$ cat src/rtl/uart_alu_interface.sv
// uart_alu_interface: assembles a 3-byte command frame (A, B, opcode) from
// rx_uart. It presents the frame to a combinational ALU, then returns the
// 1-byte result through tx_uart and waits for that transmission to finish.
//
// Handshake semantics (one-cycle pulses, no back-pressure):
//   i_rx_done_tick : i_rx_data is valid in this cycle only. It is accepted
//                    in WAIT_A/WAIT_B/WAIT_OP and dropped in any other state.
//   o_tx_start     : one-cycle request. o_tx_data stays stable from this
//                    pulse until i_tx_done_tick is seen in WAIT_TX.
//   i_tx_done_tick : completion from tx_uart. It only has an effect in
//                    WAIT_TX.
//   o_frame_error  : one-cycle pulse when a partial frame is dropped
//                    because the next byte did not arrive in time.
// o_state exposes the FSM encoding for debug and checkers:
//   0 = WAIT_A, 1 = WAIT_B, 2 = WAIT_OP, 3 = EXEC, 4 = SEND, 5 = WAIT_TX.
module uart_alu_interface #(
  parameter int NB_DATA        = 8,
  parameter int NB_OP          = 6,
  parameter int TIMEOUT_CYCLES = 50000000,
  parameter int NB_TIMEOUT     = 26
) (
  input  logic               i_clock,
  input  logic               i_reset,
  input  logic [NB_DATA-1:0] i_rx_data,
  input  logic               i_rx_done_tick,
  input  logic               i_tx_done_tick,
  input  logic [NB_DATA-1:0] i_alu_result,
  output logic [NB_DATA-1:0] o_alu_a,
  output logic [NB_DATA-1:0] o_alu_b,
  output logic [NB_OP-1:0]   o_alu_op,
  output logic               o_tx_start,
  output logic [NB_DATA-1:0] o_tx_data,
  output logic               o_busy,
  output logic               o_frame_error,
  output logic [2:0]         o_state
);

  typedef enum logic [2:0] {
    WAIT_A  = 3'd0,
    WAIT_B  = 3'd1,
    WAIT_OP = 3'd2,
    EXEC    = 3'd3,
    SEND    = 3'd4,
    WAIT_TX = 3'd5
  } state_t;

  // Last count value before a partial frame is abandoned.
  localparam logic [NB_TIMEOUT-1:0] TIMEOUT_LAST = NB_TIMEOUT'(TIMEOUT_CYCLES - 1);

  state_t                r_state;
  state_t                w_next_state;
  logic                  w_expire;
  logic                  w_in_frame;
  logic [NB_TIMEOUT-1:0] r_timeout_cnt;
  logic [NB_DATA-1:0]    r_alu_a;
  logic [NB_DATA-1:0]    r_alu_b;
  logic [NB_OP-1:0]      r_alu_op;
  logic [NB_DATA-1:0]    r_tx_data;
  logic                  r_tx_start;
  logic                  r_busy;
  logic                  r_frame_error;

  // Timeout only runs while a frame is partially received.
  assign w_in_frame = (r_state == WAIT_B) || (r_state == WAIT_OP);

  // Next-state logic. A byte arriving on the expiry cycle takes priority
  // over the timeout.
  always_comb begin
    w_next_state = r_state;
    w_expire     = 1'b0;
    case (r_state)
      WAIT_A: begin
        if (i_rx_done_tick) w_next_state = WAIT_B;
      end
      WAIT_B: begin
        if (i_rx_done_tick) begin
          w_next_state = WAIT_OP;
        end else if (r_timeout_cnt == TIMEOUT_LAST) begin
          w_next_state = WAIT_A;
          w_expire     = 1'b1;
        end
      end
      WAIT_OP: begin
        if (i_rx_done_tick) begin
          w_next_state = EXEC;
        end else if (r_timeout_cnt == TIMEOUT_LAST) begin
          w_next_state = WAIT_A;
          w_expire     = 1'b1;
        end
      end
      EXEC:    w_next_state = SEND;
      SEND:    w_next_state = WAIT_TX;
      WAIT_TX: begin
        if (i_tx_done_tick) w_next_state = WAIT_A;
      end
      default: w_next_state = WAIT_A;
    endcase
  end

  // State register. The control outputs are registered from the next state,
  // so they line up with the state they describe.
  always_ff @(posedge i_clock) begin
    if (i_reset) begin
      r_state       <= WAIT_A;
      r_busy        <= 1'b0;
      r_tx_start    <= 1'b0;
      r_frame_error <= 1'b0;
    end else begin
      r_state       <= w_next_state;
      r_busy        <= (w_next_state != WAIT_A);
      r_tx_start    <= (w_next_state == SEND);
      r_frame_error <= w_expire;
    end
  end

  // Inter-byte timeout counter. It clears on an accepted byte, on expiry
  // and whenever no frame is in progress.
  always_ff @(posedge i_clock) begin
    if (i_reset) begin
      r_timeout_cnt <= '0;
    end else if (w_in_frame && !i_rx_done_tick && !w_expire) begin
      r_timeout_cnt <= r_timeout_cnt + 1'b1;
    end else begin
      r_timeout_cnt <= '0;
    end
  end

  // Operand and result capture. Values persist until the next frame
  // overwrites them, including across a timed-out frame.
  always_ff @(posedge i_clock) begin
    if (i_reset) begin
      r_alu_a   <= '0;
      r_alu_b   <= '0;
      r_alu_op  <= '0;
      r_tx_data <= '0;
    end else begin
      case (r_state)
        WAIT_A:  if (i_rx_done_tick) r_alu_a  <= i_rx_data;
        WAIT_B:  if (i_rx_done_tick) r_alu_b  <= i_rx_data;
        WAIT_OP: if (i_rx_done_tick) r_alu_op <= i_rx_data[NB_OP-1:0];
        EXEC:    r_tx_data <= i_alu_result;
        default: ;
      endcase
    end
  end

  assign o_alu_a       = r_alu_a;
  assign o_alu_b       = r_alu_b;
  assign o_alu_op      = r_alu_op;
  assign o_tx_start    = r_tx_start;
  assign o_tx_data     = r_tx_data;
  assign o_busy        = r_busy;
  assign o_frame_error = r_frame_error;
  assign o_state       = r_state;

endmodule

$ cat config.mk
export PLATFORM = sky130hd
export DESIGN_NAME = uart_alu_interface
export DESIGN_NICKNAME = d
export VERILOG_FILES = /design/src/rtl/uart_alu_interface.sv
export SDC_FILE = /design/constraint.sdc
export NUM_CORES = 1
export LEC_CHECK = 0
export CORE_ASPECT_RATIO = 0.9
export CORE_MARGIN = 2
export CORE_UTILIZATION = 45
export CTS_CLUSTER_DIAMETER = 120
export DETAILED_ROUTE_END_ITERATION = 10
export PLACE_DENSITY = 0.79
export SKIP_CTS_REPAIR_TIMING = 1
export SLEW_MARGIN = 20
export SYNTH_ARGS = -nofsm -noshare
export SYNTH_HDL_FRONTEND = slang
export SYNTH_SLANG_ARGS = --single-unit
$ cat constraint.sdc
create_clock -name i_clock -period 1.9 [get_ports i_clock]
set_clock_uncertainty 0.15 [all_clocks]
set_input_delay 0.475 -clock i_clock [delete_from_list [all_inputs] [get_ports i_clock]]
set_output_delay 0.475 -clock i_clock [all_outputs]
set_load 0.01 [all_outputs]
==> results of run 1 <==
-- cell families (layout without fill, tap and decap cells) --
| logic type | after synthesis | in the layout | share of synthesized area (%) |
|---|---|---|---|
| compound gates | 25 | 25 | 5.30 |
| xor+xnor | 25 | 25 | 8.83 |
| fa+ha+maj | 1 | 1 | 0.504 |
| buf+inv | 20 | 111 | 4.24 |
| flops | 62 | 62 | 50.1 |
| mux | 14 | 14 | 5.65 |
| simple gates | 136 | 136 | 25.4 |
-- per-layer routing --
metal	vias up	track usage (%)	wire, um
li1	1113	-	-
met1	1020	25.4	2620
met2	52	31.7	2670
met3	7	8.01	284
met4	0	7.04	76
met5	-	0	0
-- cells in the mapped netlist, drive strengths merged --
cell | n | area share (%)
nand3b | 4 | 1.2
mux2i | 14 | 5.7
nand2 | 42 | 6.4
and4 | 2 | 0.71
nor4bb | 1 | 0.40
or4 | 4 | 1.4
nor3 | 2 | 0.40
nand3 | 10 | 2.0
inv | 4 | 0.61
o21ai | 1 | 0.20
nand4 | 7 | 1.8
xor2 | 15 | 5.3
xnor2 | 10 | 3.5
dfxtp | 62 | 50
nor2 | 50 | 7.6
a31oi | 1 | 0.25
a211oi | 1 | 0.30
o211ai | 1 | 0.30
and3 | 4 | 1.0
nor4 | 3 | 0.76
nor3b | 2 | 0.61
and2 | 3 | 0.76
buf | 4 | 1.8
clkbuf | 12 | 1.8
a21oi | 21 | 4.2
ha | 1 | 0.50
nand2b | 2 | 0.50
-- placed cells by master, fill, tap and decap left out, drive strengths merged, types with 3 or more instances in the layout --
| cell type | synthesis | layout |
|---|---|---|
| dfxtp | 62 | 62 |
| inv | 4 | 4 |
| clkinv | 0 | 5 |
| a21oi | 21 | 21 |
| xnor2 | 10 | 10 |
| nand2 | 42 | 42 |
| nor2 | 50 | 50 |
| nand3 | 10 | 10 |
| nand4 | 7 | 7 |
| dlymetal6s2s | 0 | 3 |
| and2 | 3 | 3 |
| clkbuf | 12 | 11 |
| and3 | 4 | 4 |
| clkdlybuf4s50 | 0 | 52 |
| nor4 | 3 | 3 |
| buf | 4 | 36 |
| nand3b | 4 | 4 |
| or4 | 4 | 4 |
| mux2i | 14 | 14 |
| xor2 | 15 | 15 |
-- worst max path at each step --
stage | from | endpoint | slack (ns) | cells after the start
after detailed placement | i_rx_done_tick | r_timeout_cnt[9]$_SDFF_PP0_ | -0.25 | 5
after CTS | o_state[2]$_SDFF_PP0_ | o_state[2] | -0.18 | 1
after global placement | i_rx_done_tick | r_timeout_cnt[0]$_SDFF_PP0_ | -0.20 | 5
after floorplan | r_timeout_cnt[12]$_SDFF_PP0_ | r_timeout_cnt[12]$_SDFF_PP0_ | -0.10 | 7
final | r_timeout_cnt[13]$_SDFF_PP0_ | o_busy$_SDFF_PP0_ | -0.16 | 6
after global routing | r_timeout_cnt[13]$_SDFF_PP0_ | o_busy$_SDFF_PP0_ | -0.20 | 6
-- stage by stage --
stage / setup TNS [ns] / area (um^2)
floorplan: -2.03 / 2480
global placement: -6.36 / 3300
detailed placement: -7.68 / 3300
CTS: -4.98 / 3470
global route: -5.24 / 3530
finish: -4.09 / 3530
-- power breakdown --
part	switching (W)	internal, W	leakage (nW)	total [W]
sequential	0.0000191	0.00133	0.504	0.00135
combinational	0.000115	0.000135	0.812	0.000249
clock	0.000483	0.000497	0.0926	0.000980
total	0.000616	0.00196	1.41	0.00258
-- worst register-to-register path, stage by stage, from the launching register on --
cell,delay [ns]
dfxtp_2,0.34
nand2_2,0.06
or4_4,0.49
or4_4,0.59
buf_6,0.15
a21oi_2,0.13
nor2_1,0.04
-- final cells by class --
| class | count | area [um^2] |
|---|---|---|
| Fill cell | 429 | 1760 |
| Sequential cell | 62 | 1250 |
| Multi-Input combinational cell | 201 | 1150 |
| Timing Repair Buffer | 91 | 865 |
| Clock buffer | 11 | 141 |
| Tap cell | 67 | 83.8 |
| Clock inverter | 5 | 25.0 |
| Inverter | 4 | 15.0 |
-- registers in the layout, indices dropped and copies added (netlist names) --
name	count
o_alu_a	8
o_alu_b	8
o_alu_op	6
o_busy	1
o_frame_error	1
o_state	3
o_tx_data	8
o_tx_start	1
r_timeout_cnt	26
==> flow_metrics.env, run 1 <==
export IMPL_period_share_pct=109
export IMPL_tightest_slew_ns=0.370
export IMPL_cpMaxStageDelayCell="or4_4"
export IMPL_cp_end_kind="register"
export IMPL_rsz0062_at_grt="yes"
export IMPL_postLayoutSetupSlackWorst_ns=-0.162
export IMPL_synth_nets=304
export IMPL_crit_type="reg2reg"
export IMPL_cp_start_kind="register"
export IMPL_numCtsBuffers=9
export IMPL_cts_root_buf="clkbuf_8"
export IMPL_yosysUniqueCellTypes=30
export IMPL_vias=2192
export IMPL_grt_use_total_pct=20.2
export IMPL_status="complete, but fails checks"
export IMPL_holdPathStages=2
export IMPL_vias_per_cell=4.97
export IMPL_slew_limit_headroom_pct=75.1
export IMPL_critPathBufInv=1
export IMPL_yosys_register_bits=62
export IMPL_min_delay_start="o_alu_b[7]$_SDFFE_PP0P_"
export IMPL_drt_pass1_iter_count=5
export IMPL_setup_viol=29
export IMPL_syn_inst=283
export IMPL_fin_cells=441
export IMPL_r2r_start="r_timeout_cnt[13]$_SDFF_PP0_"
export IMPL_regToRegSetupSlack_ns=-0.16
export IMPL_finalPower_w=0.00258
export IMPL_max_stage_delay_ns=0.59
export IMPL_p_leak_nw=1.41
export IMPL_timing_rr_end="o_busy$_SDFF_PP0_"
export IMPL_num_io_pins=56
export IMPL_dieHeight_um=74.4
export IMPL_clk_pin_slew_ns=0.07
export IMPL_cp_max_fo=3
export IMPL_start_util_pct=46.9
export IMPL_timing_fmax_mhz=485
export IMPL_crit_arrival_ns=2.13
export IMPL_nets=390
export IMPL_critical_path_top_delay_family="simple AND/OR/NAND/NOR gates"
export IMPL_clock_latency_ns=0.33
export IMPL_avgSynthCellArea_um2=8.76
export IMPL_core_area_um2=5290
export IMPL_maxCapViolCount=0
export IMPL_reg2reg_depth=6
export IMPL_cpMostUsedCell="or4_4"
export IMPL_std_cell_rows=25
export IMPL_die_area_um2=6120
export IMPL_dp_cells=424
export IMPL_grt_max_degree=36
export IMPL_grt_pass1_vias=2077
export IMPL_fin_hold_ws_ns=0.303
export IMPL_area_growth_synth_to_final_pct=42.3
export IMPL_drt_wl_total_mm=5.65
export IMPL_min_period_ns=2.06
export IMPL_synthesis_area_um2=2480
export IMPL_hold_viol=0
export IMPL_pre_cts_slack_ns=-0.246
export IMPL_ant_nets=0
export IMPL_antenna_found_initial=0
export IMPL_required_ns=1.97
export IMPL_htree_levels=3
export IMPL_cts_tree="yes"
export IMPL_diodes=0
export IMPL_violations="negative setup slack"
export IMPL_utilization_pct=66.8
export IMPL_powerDensity_nw_per_um2=731
export IMPL_place_gp_congestion=0.833
export IMPL_place_hpwl_mm=4.04
export IMPL_holdPathEnd="o_alu_b[7]$_SDFFE_PP0P_"
export IMPL_clkSinkCount=62
export IMPL_drc=0
export IMPL_cp_cell_sequence="nand2_2, or4_4, or4_4, buf_6, a21oi_2, nor2_1"
export IMPL_overflow=0
export IMPL_ys_seq_area_share_pct=50.1
export IMPL_drt_iter0_drc=126
export IMPL_maxSlewViolCount=0
export IMPL_ir_drop_uv=494
export IMPL_die_w_um=82.3
export IMPL_synth_warnings=0
export IMPL_drive_gt1_share_pct=16.0
export IMPL_wl_per_cell_um=12.8
export IMPL_hold_path_class="reg2reg"
export IMPL_io_buffers=55
export IMPL_clk_path_buf_depth=2
export IMPL_grt_pass1_wl_mm=9.29
No activity file was read; power rests on OpenSTA's default activity.
==> inputs of run 2 (changes only) <==
Settings changed: ABC_AREA set to 0.
==> results of run 2 <==
No change in the layout: final DEF, timing and power equal those of run 1.
